$ cat src/rtl/spi_pkg.sv
// rtl/spi_pkg.sv - shared state encoding, default timing constants and counter sizing helpers
//
// Contents:
//   spi_state_t    burst sequencer state encoding
//   *_DEF          default ss_n setup/hold/gap and engine timeout in clk cycles
//   max4()         largest of four integers
//   cnt_width()    down-counter width able to hold the largest of four loads

package spi_pkg;

    typedef enum logic [2:0] {
        ST_IDLE,
        ST_SETUP,
        ST_START,
        ST_WAIT,
        ST_DONE,
        ST_HOLD,
        ST_GAP
    } spi_state_t;

    localparam int SS_SETUP_DEF = 4;
    localparam int SS_HOLD_DEF  = 4;
    localparam int SS_GAP_DEF   = 8;
    localparam int TIMEOUT_DEF  = 4096;

    function automatic int max4(input int a, input int b, input int c, input int d);
        int m;
        m = a;
        if (b > m) m = b;
        if (c > m) m = c;
        if (d > m) m = d;
        return m;
    endfunction

    // All parameters at 0 would give a zero-width counter, so clamp to 1 bit.
    function automatic int cnt_width(input int a, input int b, input int c, input int d);
        int w;
        w = $clog2(max4(a, b, c, d) + 1);
        return (w < 1) ? 1 : w;
    endfunction

endpackage

$ cat src/rtl/spi_rr_arb2.sv
// rtl/spi_rr_arb2.sv - two-way round-robin picker for the SPI bus owner
//
// Ports:
//   req       in  2  pending requests
//   last_gnt  in  1  index of the requester granted most recently
//   pick      out 2  one-hot winner, zero when nobody requests

module spi_rr_arb2 (
    input  logic [1:0] req,
    input  logic       last_gnt,
    output logic [1:0] pick
);

    always_comb begin
        pick = 2'b00;
        case (req)
            2'b01:   pick = 2'b01;
            2'b10:   pick = 2'b10;
            // Contention: the one that did not go last wins.
            2'b11:   pick = last_gnt ? 2'b01 : 2'b10;
            default: pick = 2'b00;
        endcase
    end

endmodule

$ cat src/rtl/spi_master_arb.sv
// rtl/spi_master_arb.sv - two-requester SPI burst arbiter and ss_n/byte-engine sequencer
//
// Ports:
//   clk        in   1   system clock, rising edge
//   btn_reset  in   1   asynchronous active-low reset
//   req        in   2   per-requester burst/byte request (level)
//   last       in   2   per-requester "current byte ends the burst"
//   tx_data    in   16  requester i byte at [8i+7:8i]
//   gnt        out  2   one-hot bus owner for the whole burst
//   done       out  2   one-cycle pulse, owner's byte completed
//   rx_data    out  8   received byte, valid while done is non-zero
//   err        out  1   one-cycle pulse on engine timeout
//   ss_n       out  1   slave select, active-low
//   eng_start  out  1   one-cycle start pulse to the byte engine
//   eng_tx     out  8   byte to transmit, valid with eng_start
//   eng_busy   in   1   engine is shifting
//   eng_done   in   1   one-cycle pulse, byte shifted
//   eng_rx     in   8   received byte, valid with eng_done

module spi_master_arb
    import spi_pkg::*;
#(
    parameter int SS_SETUP_CYC = SS_SETUP_DEF,
    parameter int SS_HOLD_CYC  = SS_HOLD_DEF,
    parameter int SS_GAP_CYC   = SS_GAP_DEF,
    parameter int TIMEOUT_CYC  = TIMEOUT_DEF
) (
    input  logic        clk,
    input  logic        btn_reset,
    input  logic [1:0]  req,
    input  logic [1:0]  last,
    input  logic [15:0] tx_data,
    output logic [1:0]  gnt,
    output logic [1:0]  done,
    output logic [7:0]  rx_data,
    output logic        err,
    output logic        ss_n,
    output logic        eng_start,
    output logic [7:0]  eng_tx,
    input  logic        eng_busy,
    input  logic        eng_done,
    input  logic [7:0]  eng_rx
);

    localparam int CW = cnt_width(SS_SETUP_CYC, SS_HOLD_CYC, SS_GAP_CYC, TIMEOUT_CYC);

    spi_state_t  state_q, state_d;
    logic [CW-1:0] cnt_q, cnt_d;
    logic        owner_q;
    logic        last_gnt_q;
    logic        last_q;
    logic [7:0]  rx_q;

    logic [1:0]  pick;
    logic        owner_load;
    logic        rec_owner;
    logic        latch_last;
    logic        capture;
    logic        start_c;
    logic        err_c;
    logic        expired;
    logic        bus_active;
    logic [7:0]  own_byte;

    spi_rr_arb2 u_arb (
        .req      (req),
        .last_gnt (last_gnt_q),
        .pick     (pick)
    );

    // Count value a timed state starts with; a 0 parameter still yields one cycle
    // because the exit test below is "count <= 1".
    function automatic logic [CW-1:0] load_val(input spi_state_t s);
        case (s)
            ST_SETUP: return CW'(SS_SETUP_CYC);
            ST_WAIT:  return CW'(TIMEOUT_CYC);
            ST_HOLD:  return CW'(SS_HOLD_CYC);
            ST_GAP:   return CW'(SS_GAP_CYC);
            default:  return '0;
        endcase
    endfunction

    assign expired  = (cnt_q <= CW'(1));
    assign own_byte = owner_q ? tx_data[15:8] : tx_data[7:0];

    always_comb begin
        state_d    = state_q;
        cnt_d      = cnt_q;
        owner_load = 1'b0;
        rec_owner  = 1'b0;
        latch_last = 1'b0;
        capture    = 1'b0;
        start_c    = 1'b0;
        err_c      = 1'b0;

        case (state_q)
            ST_IDLE: begin
                if (req != 2'b00) begin
                    owner_load = 1'b1;
                    state_d    = ST_SETUP;
                end
            end
            ST_SETUP: begin
                // Owner gave up before any byte moved: close the frame quietly.
                if (!req[owner_q])   state_d = ST_HOLD;
                else if (expired)    state_d = ST_START;
                else                 cnt_d   = cnt_q - CW'(1);
            end
            ST_START: begin
                if (!eng_busy) begin
                    start_c    = 1'b1;
                    latch_last = 1'b1;
                    state_d    = ST_WAIT;
                end
            end
            ST_WAIT: begin
                if (eng_done) begin
                    capture = 1'b1;
                    state_d = ST_DONE;
                end else if (expired) begin
                    err_c   = 1'b1;
                    state_d = ST_HOLD;
                end else begin
                    cnt_d = cnt_q - CW'(1);
                end
            end
            ST_DONE: begin
                if (!last_q && req[owner_q]) state_d = ST_START;
                else                         state_d = ST_HOLD;
            end
            ST_HOLD: begin
                if (expired) begin
                    rec_owner = 1'b1;
                    state_d   = ST_GAP;
                end else begin
                    cnt_d = cnt_q - CW'(1);
                end
            end
            ST_GAP: begin
                if (expired) state_d = ST_IDLE;
                else         cnt_d   = cnt_q - CW'(1);
            end
            default: state_d = ST_IDLE;
        endcase

        if (state_d != state_q) cnt_d = load_val(state_d);
    end

    always_ff @(posedge clk or negedge btn_reset) begin
        if (!btn_reset) begin
            state_q    <= ST_IDLE;
            cnt_q      <= '0;
            owner_q    <= 1'b0;
            last_gnt_q <= 1'b1;     // "requester 1 went last" gives requester 0 priority
            last_q     <= 1'b0;
            rx_q       <= 8'h00;
        end else begin
            state_q <= state_d;
            cnt_q   <= cnt_d;
            if (owner_load) owner_q    <= pick[1];
            if (rec_owner)  last_gnt_q <= owner_q;
            if (latch_last) last_q     <= last[owner_q];
            if (capture)    rx_q       <= eng_rx;
        end
    end

    // ss_n and gnt follow the state register, so the async reset drops them at once.
    assign bus_active = (state_q != ST_IDLE) && (state_q != ST_GAP);
    assign ss_n       = ~bus_active;
    assign gnt        = bus_active ? (owner_q ? 2'b10 : 2'b01) : 2'b00;
    assign done       = (state_q == ST_DONE) ? gnt : 2'b00;
    assign rx_data    = rx_q;
    assign err        = err_c;
    assign eng_start  = start_c;
    assign eng_tx     = start_c ? own_byte : 8'h00;

endmodule

$ cat config.mk
export PLATFORM = sky130hd
export DESIGN_NAME = spi_master_arb
export DESIGN_NICKNAME = d
export VERILOG_FILES = /design/src/rtl/spi_pkg.sv /design/src/rtl/spi_rr_arb2.sv /design/src/rtl/spi_master_arb.sv
export SDC_FILE = /design/constraint.sdc
export NUM_CORES = 1
export LEC_CHECK = 0
export CAP_MARGIN = 40
export CORE_UTILIZATION = 44
export CTS_CLUSTER_SIZE = 14
export DETAILED_ROUTE_END_ITERATION = 10
export DONT_BUFFER_PORTS = 1
export PLACE_DENSITY = 0.71
export SETUP_SLACK_MARGIN = 0.5
export SYNTH_ARGS = -nofsm -noshare
export SYNTH_HDL_FRONTEND = slang
export SYNTH_SLANG_ARGS = --single-unit
$ cat constraint.sdc
create_clock -name clk -period 2.1 [get_ports clk]
set_input_delay 0.21 -clock clk [delete_from_list [all_inputs] [get_ports clk]]
set_output_delay 0.21 -clock clk [all_outputs]
set_load 0.01 [all_outputs]
==> summary.md <==
| Metric | Value |
|---|---|
| Clk root buf | clkbuf_8 |
| H-tree depth | 1 |
| R2R Setup Slk | -0.15 ns |
| Status | complete, but fails checks |
| Fin Hold WS | 0.0816 ns |
| Via count | 1642 |
| Seq/Total Area, Yosys | roughly two fifths |
| Layout cell share with drive strength beyond 1 | roughly 47% |
| Clock Tree Buf Depth | 2 |
| Largest net degree at the start of global routing | 28 |
| Gpl congestion | 0.882 |
| Clock transition at path regs | 0.09 ns |
| Setup crit start kind | flop |
| Nets | around 270 |
| Cells after Synth | 193 |
| Total power | 5030 uW |
| Wire per inst | about 16 um |
| Die area | 4280 um2 |
| Final setup viols | 15 |
| Dpl cell area | between 2000 and 2500 um2 |
| Total core area | 3770 um2 |
| Wirelength, routed | 4650 um |
| Reg2Reg Depth | 10 |
| GRT Resource Usage Total | 21.9% |
| Util after Layout | roughly two thirds |
| Critical path endpoint category | flop |
| Placed Instances | around 250 |
| CP Max Fanout | 4 |
| Most frequent cells in the layout | buf_4, dfrtp_1, buf_6 |
| Setup WS post-layout | -0.155 ns |
| Seq cells post-synth | 27 |
| I/O pins | 55 |
| Iter 0 DRT Violations | 46 |
| Most common cell after layout, fill and taps aside | buf_4 |
| Final Cell Area | between 2000 and 2500 um2 |
| Pwr dens | around 2000 nW/um2 |
| Cell row count | 22 |
| Fmax | 0.444 GHz |
| Min-Delay Path Class | in2reg |
| Finished Layout Cells | 285 |
| Syn Area/Cell | 9.17 um2 |
| Post-route antenna net violation count | 0 |
| Post-route DRC | 0 |
| Relative slew margins | between 60% and 70% |
| Initial antenna violation count | 0 |
| Post-Syn Nets | 227 |
| Mapped Area | 1770 um2 |
| Number of fillers in the final layout | ~260 |
| Final worst path period need | 2.25 ns |
| Final Hold Fails | 0 |
| Top post-synthesis cells by area | dfrtp_1, mux2i_1, mux2_2 |
| Die width | 65.4 um |
| Area leader, netlist | dfrtp_1 |
| Initial Util | ~47% |
| MaxCap Viol Count | 0 |
| VDD IR-drop max | ~1.0 mV |
| Skew final | 0.00164 ns |
| Netlist cell types | 44 |
| Violated checks | negative setup slack |
| Hold endpoint | rx_data[2] |
| Detailed Routing Iterations Pass 1 | 4 |
| WS Path Type | reg2reg |
| First-pass GRT wire length | 7270 um |
| IO Port Bufs | 0 |
| GRT Residual Overflow | 0 |
| Post-synth top flop | dfrtp_1 |
| Vias in the first global route | about 1700 |
| DR vias/cell | 5.76 |
| Slew Viols, Final | 0 |
| CTS tree | yes |
| WP data arrival | 2.45 ns |
| Leak pwr | about 0.0011 uW |
| Min-Delay Path Depth | 1 |
| Sink Count | 27 |
| Asr flop ratio synth | 100% |
| Critical R2R Capture | cnt_q[2] |
| RSZ-0062 raised after global routing | yes |
| Ant diodes | 0 |
| Syn-to-layout area delta | 40.8% |
| Yosys top cell area share | 36.7% |
| TritonCTS Buffers | 3 |
| Worst Tran Pin Value | 0.468 ns |
| Hold Crit Start | eng_rx[2] |
| Clk_lat worst skew | between 0.2 and 0.3 ns |
| RR Startpoint | cnt_q[6] |
| Die Y | about 65 um |
| DPL Wire Length | about 3000 um |
| Required @ worst endpoint | approximately 2.3 ns |
| Post-synth EDFFs | 0 |
| Synth warn | 0 |
| Period utilization | 107% |
==> critical path, cell delays in order, from the launching register on <==
cell	delay (ns)
dfrtp_1	0.39
or4_4	0.56
nor3_4	0.20
buf_6	0.13
buf_6	0.08
and2_4	0.13
buf_4	0.10
buf_6	0.09
o21a_1	0.15
o311ai_1	0.14
mux2i_2	0.19
==> flip-flops by register name, summed over array words and instances, names as in the netlist <==
signal	cells
cnt_q	13
rx_data	8
state_q	3
last_gnt_q	1
last_q	1
owner_q	1
==> kinds of logic after synthesis <==
| family | synth area share [%] |
|---|---|
| compound gates | 16.4 |
| xor+xnor | 4.45 |
| fa+ha+maj | 1.41 |
| buf+inv | 4.73 |
| flops | 38.2 |
| mux | 13.1 |
| simple gates | 21.6 |
==> Yosys cell counts (4+ instances only) <==
cell type,number
xor2_1,9
mux2_2,10
mux2i_1,12
o21ai_0,11
nor3_1,6
inv_1,7
a21oi_2,4
nand4_1,6
a21oi_1,7
or3_1,4
nor2_1,23
dfrtp_1,26
nand2_1,14
clkbuf_1,9
nor2_2,5
==> report_power, final <==
part	switching [uW]	total (uW)	leakage [uW]	internal, uW
registers	237	998	0.000340	761
clock network	161	294	0.0000255	133
logic	1830	3740	0.000707	1910
==> layout make-up <==
type / count / area [um2] / share of cell area (%)
well taps: 48 / 60.1 / 2.41
inverters: 7 / 38.8 / 1.56
clock buffers: 3 / 41.3 / 1.66
clock inverters: 1 / 5.00 / 0.201
multi-input cells: 147 / 1170 / 46.8
repair buffers: 52 / 502 / 20.1
flip-flops and latches: 27 / 681 / 27.3
==> metal layers <==
layer | up-vias | share of wire, % | GRT usage (%)
li1 | 777 | - | -
met1 | 787 | 40 | 26.0
met2 | 66 | 52 | 38.7
met3 | 12 | 4.9 | 4.34
met4 | 0 | 2.3 | 8.15
met5 | - | 0 | 0
==> worst max path at each step <==
| stage | startpoint | slack, ns | cells past startpoint | end |
|---|---|---|---|---|
| floorplan | cnt_q[8] | -0.03 | 7 | cnt_q[1] |
| global placement | cnt_q[8] | -0.08 | 7 | cnt_q[7] |
| detailed placement | cnt_q[8] | -0.16 | 7 | cnt_q[11] |
| CTS | cnt_q[2] | -0.09 | 9 | cnt_q[4] |
| global route | cnt_q[6] | -0.24 | 9 | cnt_q[2] |
| finish | cnt_q[6] | -0.15 | 10 | cnt_q[2] |
==> metrics by stage <==
stage | setup slack (ns) | setup TNS, ns
4_1_cts | -0.0941 | -1.07
2_1_floorplan | -0.0266 | -0.0485
6_report | -0.155 | -1.80
3_3_place_gp | -0.0841 | -0.788
5_1_grt | -0.244 | -3.11
3_5_place_dp | -0.160 | -1.67
==> what timing repair did <==
item,CTS,global route
cloned,1,0
setup endpoints to repair,35,32
pin swaps,17,10
hold buffers,2,0
setup buffers,20,6
gates resized for setup,31,23
endpoints found under the hold margin,27,0
Note: power is estimated with default switching activity, not from simulation.
